[config.mk]
export PLATFORM = sky130hd
export DESIGN_NAME = fetch_sequencer
export DESIGN_NICKNAME = d
export VERILOG_FILES = /design/src/rtl/wisc_fetch_pkg.sv /design/src/rtl/fetch_hold_buf.sv /design/src/rtl/fetch_sequencer.sv
export SDC_FILE = /design/constraint.sdc
export NUM_CORES = 1
export LEC_CHECK = 0
export CELL_PAD_IN_SITES_DETAIL_PLACEMENT = 2
export CELL_PAD_IN_SITES_GLOBAL_PLACEMENT = 2
export CORE_MARGIN = 2
export CORE_UTILIZATION = 32
export DETAILED_ROUTE_END_ITERATION = 10
export PLACE_DENSITY = 0.86
export SYNTH_ARGS = -nofsm -noshare
export SYNTH_HDL_FRONTEND = slang
export SYNTH_HIERARCHICAL = 1
export SYNTH_SLANG_ARGS = --single-unit
[constraint.sdc]
create_clock -name clk -period 5.6 [get_ports clk]
set_clock_uncertainty 0.2 [all_clocks]
set_input_delay 1.68 -clock clk [delete_from_list [all_inputs] [get_ports clk]]
set_output_delay 1.68 -clock clk [all_outputs]
set_load 0.03 [all_outputs]
[src/rtl/wisc_fetch_pkg.sv]
// rtl/wisc_fetch_pkg.sv - shared widths, reset PC and FSM state type for instruction fetch
package wisc_fetch_pkg;
    localparam int WORD_W = 16;
    localparam int ADDR_W = 16;
    localparam logic [ADDR_W-1:0] DEFAULT_RESET_PC = 16'h0000;

    typedef enum logic [2:0] {
        ST_BOOT,
        ST_FETCH,
        ST_HOLD,
        ST_DRAIN,
        ST_HALTED
    } fetch_state_t;
endpackage

[src/rtl/fetch_hold_buf.sv]
// rtl/fetch_hold_buf.sv - one-entry {valid, word, pc} buffer for a word fetched during a stall
module fetch_hold_buf
    import wisc_fetch_pkg::*;
(
    input  logic              clk,
    input  logic              i_rst,
    input  logic              i_load,
    input  logic              i_consume,
    input  logic              i_clear,
    input  logic [WORD_W-1:0] i_word,
    input  logic [ADDR_W-1:0] i_pc,
    output logic              o_valid,
    output logic [WORD_W-1:0] o_word,
    output logic [ADDR_W-1:0] o_pc
);
    logic              r_valid;
    logic [WORD_W-1:0] r_word;
    logic [ADDR_W-1:0] r_pc;

    always_ff @(posedge clk) begin
        if (i_rst) begin
            r_valid <= 1'b0;
            r_word  <= '0;
            r_pc    <= '0;
        end else if (i_clear || i_consume) begin
            r_valid <= 1'b0;
        end else if (i_load) begin
            r_valid <= 1'b1;
            r_word  <= i_word;
            r_pc    <= i_pc;
        end
    end

    assign o_valid = r_valid;
    assign o_word  = r_word;
    assign o_pc    = r_pc;
endmodule

[src/rtl/fetch_sequencer.sv]
// rtl/fetch_sequencer.sv - PC owner and instruction-fetch sequencer with stall, redirect and halt
module fetch_sequencer
    import wisc_fetch_pkg::*;
#(
    parameter logic [ADDR_W-1:0] RESET_PC = DEFAULT_RESET_PC
) (
    input  logic              clk,
    input  logic              rst,
    input  logic              stall_i,
    input  logic              redir_valid,
    input  logic [ADDR_W-1:0] redir_pc,
    input  logic              halt_i,
    output logic              imem_req,
    output logic [ADDR_W-1:0] imem_addr,
    input  logic              imem_rdy,
    input  logic [WORD_W-1:0] imem_data,
    output logic              instr_valid,
    output logic [WORD_W-1:0] instr,
    output logic [ADDR_W-1:0] instr_pc,
    output logic              if_id_flush,
    output logic              halted
);
    fetch_state_t      r_state;
    fetch_state_t      w_state_next;
    logic [ADDR_W-1:0] r_pc;
    logic [ADDR_W-1:0] w_pc_next;
    logic [ADDR_W-1:0] r_req_addr;
    logic              r_halt_pend;
    logic              w_halt_pend_next;
    logic              w_redir;
    logic              w_halt;
    logic              w_outstanding;
    logic              w_fetch_take;
    logic              w_fetch_hold;
    logic              w_hold_take;
    logic              w_buf_valid;
    logic [WORD_W-1:0] w_buf_word;
    logic [ADDR_W-1:0] w_buf_pc;

    // BOOT never accepts a halt so that it always proceeds to FETCH.
    assign w_redir       = redir_valid && (r_state != ST_HALTED);
    assign w_halt        = halt_i && !stall_i && !redir_valid &&
                           (r_state != ST_HALTED) && (r_state != ST_BOOT);
    assign w_outstanding = (r_state == ST_FETCH) || (r_state == ST_DRAIN);
    assign w_fetch_take  = (r_state == ST_FETCH) && imem_rdy && !stall_i && !w_redir && !w_halt;
    assign w_fetch_hold  = (r_state == ST_FETCH) && imem_rdy && stall_i && !w_redir;
    assign w_hold_take   = (r_state == ST_HOLD) && !stall_i && !w_redir && !w_halt;

    assign w_halt_pend_next = w_redir ? 1'b0 : (r_halt_pend || w_halt);
    assign w_pc_next = w_redir ? redir_pc :
                       (w_fetch_take || w_hold_take) ? r_pc + 16'd1 : r_pc;

    fetch_hold_buf u_hold_buf (
        .clk       (clk),
        .i_rst     (rst),
        .i_load    (w_fetch_hold),
        .i_consume (w_hold_take),
        .i_clear   (w_redir || w_halt),
        .i_word    (imem_data),
        .i_pc      (r_pc),
        .o_valid   (w_buf_valid),
        .o_word    (w_buf_word),
        .o_pc      (w_buf_pc)
    );

    always_ff @(posedge clk) begin
        if (rst) r_state <= ST_BOOT;
        else     r_state <= w_state_next;
    end

    always_comb begin
        w_state_next = r_state;
        case (r_state)
            ST_BOOT:  w_state_next = ST_FETCH;
            ST_FETCH: begin
                if (w_redir)                  w_state_next = imem_rdy ? ST_FETCH : ST_DRAIN;
                else if (w_halt)              w_state_next = imem_rdy ? ST_HALTED : ST_DRAIN;
                else if (imem_rdy && stall_i) w_state_next = ST_HOLD;
            end
            ST_HOLD: begin
                if (w_redir)       w_state_next = ST_FETCH;
                else if (w_halt)   w_state_next = ST_HALTED;
                else if (!stall_i) w_state_next = ST_FETCH;
            end
            ST_DRAIN: begin
                if (imem_rdy) w_state_next = w_halt_pend_next ? ST_HALTED : ST_FETCH;
            end
            ST_HALTED: w_state_next = ST_HALTED;
            default:   w_state_next = ST_BOOT;
        endcase
    end

    always_comb begin
        instr_valid = 1'b0;
        instr       = '0;
        instr_pc    = '0;
        if (!w_redir && !w_halt) begin
            if ((r_state == ST_FETCH) && imem_rdy && !stall_i) begin
                instr_valid = 1'b1;
                instr       = imem_data;
                instr_pc    = r_pc;
            end else if ((r_state == ST_HOLD) && w_buf_valid) begin
                instr_valid = 1'b1;
                instr       = w_buf_word;
                instr_pc    = w_buf_pc;
            end
        end
        imem_req    = w_outstanding;
        if_id_flush = w_redir;
        halted      = (r_state == ST_HALTED);
    end

    // req_addr reloads only when a fresh request starts, so an in-flight address never moves.
    always_ff @(posedge clk) begin
        if (rst) begin
            r_pc        <= RESET_PC;
            r_req_addr  <= '0;
            r_halt_pend <= 1'b0;
        end else begin
            r_pc        <= w_pc_next;
            r_halt_pend <= w_halt_pend_next;
            if ((w_state_next == ST_FETCH) && !((r_state == ST_FETCH) && !imem_rdy))
                r_req_addr <= w_pc_next;
        end
    end

    assign imem_addr = r_req_addr;
endmodule

==> results <==
- The run finished with clean final reports.
- Based on the critical path, the design can be clocked at up to 187.6 MHz.
- The synthesized netlist occupies a cell area of 0.003855 mm2.
- The pre-CTS worst setup slack is 0.2795 ns.
- The layout has 1,270 filler cells.
- The count of mapped cells out of synthesis is 426.
- The actual slew at the worst max-slew pin is 0.8176 ns.
- The detailed-route DRC error count is 0.
- STA classifies the critical path startpoint as an input pin.
- In the final routed layout, each cell accounts on average for 19.91 um.
- The worst slew margin relative to its limit is 45.42%.
- The full die area is 0.01294 mm2.
- The fraction of final layout cells with drive strength greater than 1 is 15.05%.
- The root buffer selected by CTS is sky130_fd_sc_hd__clkbuf_16.
- The maximum root-to-sink buffer count is 2.
- Counting flops with a built-in enable in the synthesized netlist gives 0.
- The number of antenna-violating nets in the routed design is 0.
- At the worst endpoint, the required time is 3.72 ns.
- The post-synthesis net count is 465.
- Entering global routing, the biggest net connects 77 pins.
- The overall power is 1.357 mW.
- Setup repair after global routing left no endpoint under its margin.
- During placement, the flow inserted port buffers numbering 89.
- The final weighted congestion in routability-driven placement is 0.7959.
- The smallest clock period supported by the final layout is computed as 5.332 ns.
- Summed over all layers, the global routing overflow is 0.
- The max-slew violation count is 0.
- In the synthesized netlist the async set-or-reset flop fraction comes to 0%.
- The sequential cell area fraction in the yosys report is 35.83%.
- Summed over all failing endpoints, the final setup total negative slack is 0 ns.
- The worst hold-check path type is flip-flop to flip-flop.
- The count of max-cap constraint violations is 0.
- Setup violations remaining at the end of the flow were counted as 0.
- The number of antenna violations at the first check in global routing came to 0.
- The clock drives 69 sinks.
- The analysis attributes to cell leakage a power of 1.844 nW.
- The wire-length estimate of the detail-placed layout is 9028 um.
- Leaving out fill and tap cells, the most frequent cell in the layout is sky130_fd_sc_hd__dfxtp_1.
- Leaving out fill and tap cells, the most frequent cells in the layout are sky130_fd_sc_hd__dfxtp_1 (69), sky130_fd_sc_hd__nand2b_1 (67), sky130_fd_sc_hd__clkdlybuf4s50_1 (54).
- The critical path start-end classification is input pin to output pin.
- The die is 113.8 um wide.
- The number of setup buffers added after CTS is 0.
- After the first detailed-routing iteration, the DRC count stood at 177.
- Compared with the post-synthesis result, the final layout area differs by 35.35%.
- The insertion delay to the later sink of the worst-skew pair is 0.34 ns.
- Summing over every cut layer, the via total after detailed routing is 3,625.
- The post-cts sizing count is 0.
- The total I/O pin count is 90.
- The maximum level of the CTS H-tree is 3.
- Yosys mapped the design onto 57 distinct sky130hd cell types.
- The floorplan has 40 rows.
- The number of register bits inferred by synthesis is 69.
- The post-route worst setup slack is 0.2684 ns.
- Measured along the y axis, the die boundary spans 113.8 um.
- The number of optimization iterations in the first detailed-route pass is 4.
- The worst-case IR drop observed on VDD is 0.0001080 V.
- A synthesized cell averages 9.049 um2.
- The total routing usage reported by global routing is 20.41%.
- The TritonCTS clock tree is yes.
- The type of element capturing the critical path is an output pin.
- The number of nets in the finished design is 540.
- The core box area is 0.01186 mm2.
- The number of clock buffers added by TritonCTS is 9.
- The first global-routing pass estimated 20,620 um of wire.
- The total wirelength of the detailed-routed design is 12,980 um.
- At the worst endpoint, the arrival time is 3.45 ns.
- The count of endpoints failing hold in the final timing report is 0.
- During synthesis, Yosys emitted a total of 6 warnings.
- The repair_antennas step left the layout with diodes totalling 0.
- The via count of the first global-routing pass is 3,840.
- In this run the worst path has a maximum fanout of 31.
- The quantity of hold-fixing buffers added after cts is 0.
- The per-cell via count in the routed design is 5.560.
- For this configuration, the core starts out at a cell density of 32.50%.
- The clock-pin slew on the worst setup and hold paths is 0.05 ns.
- The prevailing post-synth register cell is sky130_fd_sc_hd__dfxtp_1.
- In this run the power density over the cells is 260.1 mW/mm2.
- The final period utilization is 95.21%.
[cell families after synthesis]
logic type | Yosys count | share of synthesized area (%)
compound gates | 93 | 19.83
xor+xnor | 1 | 0.2272
fa+ha+maj | 1 | 0.3245
buf+inv | 41 | 5.972
flops | 69 | 35.83
mux | 43 | 11.39
simple gates | 178 | 26.42
[metal layers]
| metal | global-route usage (%) | part of all wire, % | wire length [um] |
|---|---|---|---|
| met4 | 8.455 | 1.9 | 243 |
| met3 | 3.135 | 4.2 | 542 |
| met5 | 0 | 0 | 0 |
| met1 | 26.21 | 46 | 5909 |
| met2 | 34.29 | 48 | 6287 |
[synthesized netlist by cell type, drive strengths merged, types with 2 or more instances]
| master | n | area (um2) |
|---|---|---|
| nand4 | 5 | 31.28 |
| o311ai | 4 | 35.03 |
| o211a | 2 | 20.02 |
| nor3 | 23 | 115.1 |
| buf | 12 | 121.4 |
| and2 | 5 | 31.28 |
| nor2 | 24 | 90.09 |
| nand2b | 67 | 419.2 |
| o32ai | 4 | 35.03 |
| a311oi | 7 | 67.56 |
| mux2i | 36 | 360.4 |
| nand3 | 10 | 50.05 |
| a21o | 2 | 15.01 |
| o31ai | 4 | 30.03 |
| o31a | 3 | 26.28 |
| o21a | 5 | 37.54 |
| nand2 | 13 | 48.80 |
| and4 | 2 | 17.52 |
| a221oi | 3 | 32.53 |
| a22o | 31 | 271.5 |
| nor2b | 10 | 62.56 |
| or4 | 4 | 37.53 |
| a31oi | 3 | 18.77 |
| o41ai | 3 | 26.28 |
| nor3b | 4 | 35.03 |
| a21oi | 5 | 25.02 |
| o21ai | 6 | 30.02 |
| a211oi | 3 | 22.52 |
| clkbuf | 22 | 82.58 |
| mux2 | 7 | 78.82 |
| nor4 | 6 | 37.54 |
| dfxtp | 69 | 1381 |
| inv | 7 | 26.28 |
[registers in the layout, summed over array words and instances (netlist names)]
register,flops
imem_addr,16
r_pc,16
u_hold_buf/o_pc,16
u_hold_buf/o_word,16
r_state,3
r_halt_pend,1
u_hold_buf/o_valid,1
[path summary, 6_finish.rpt]
check,startpoint,cells after the start,endpoint,slack (ns)
setup / recovery,imem_rdy,6,instr_pc[4],0.27
hold / removal,u_hold_buf/o_pc[14],2,u_hold_buf/o_pc[14],0.28
setup reg to reg,r_state[2],8,u_hold_buf/o_pc[4],2.52
hold reg to reg,u_hold_buf/o_pc[14],2,u_hold_buf/o_pc[14],0.28
[area by class of cell]
cell class / count / area, um2 / share of cell area (%)
Inverter: 7 / 26.28 / 0.5036
Clock inverter: 4 / 47.55 / 0.9113
Sequential cell: 69 / 1381 / 26.47
Clock buffer: 11 / 252.7 / 4.844
Tap cell: 147 / 183.9 / 3.525
Multi-Input combinational cell: 316 / 2257 / 43.26
Timing Repair Buffer: 98 / 1069 / 20.48
[report_power, final]
part / internal (mW) / switching, mW / leakage [nW]
registers: 0.517 / 0.0326 / 0.564
logic: 0.104 / 0.121 / 1.13
clock network: 0.365 / 0.217 / 0.147
total: 0.986 / 0.371 / 1.84
[worst max-delay path, cell delays in order]
cell,delay [ns]
sky130_fd_sc_hd__clkdlybuf4s50_1,0.58
sky130_fd_sc_hd__nand4bb_1,0.26
sky130_fd_sc_hd__nor3_2,0.32
sky130_fd_sc_hd__buf_12,0.22
sky130_fd_sc_hd__a22o_1,0.20
sky130_fd_sc_hd__buf_4,0.17
[stage by stage]
| step | utilization [%] | hold slack [ns] | instance area [um2] | instances |
|---|---|---|---|---|
| after global placement | 41.46 | 0.2577 | 4917 | 637 |
| after detailed placement | 41.46 | 0.2673 | 4917 | 637 |
| after CTS | 43.99 | 0.2798 | 5218 | 652 |
| after floorplan | - | 0.2484 | 3855 | 426 |
| final | 43.99 | 0.2795 | 5218 | 652 |
| after global routing | 43.99 | 0.3010 | 5218 | 652 |
No activity file was read; power rests on OpenSTA's default activity.
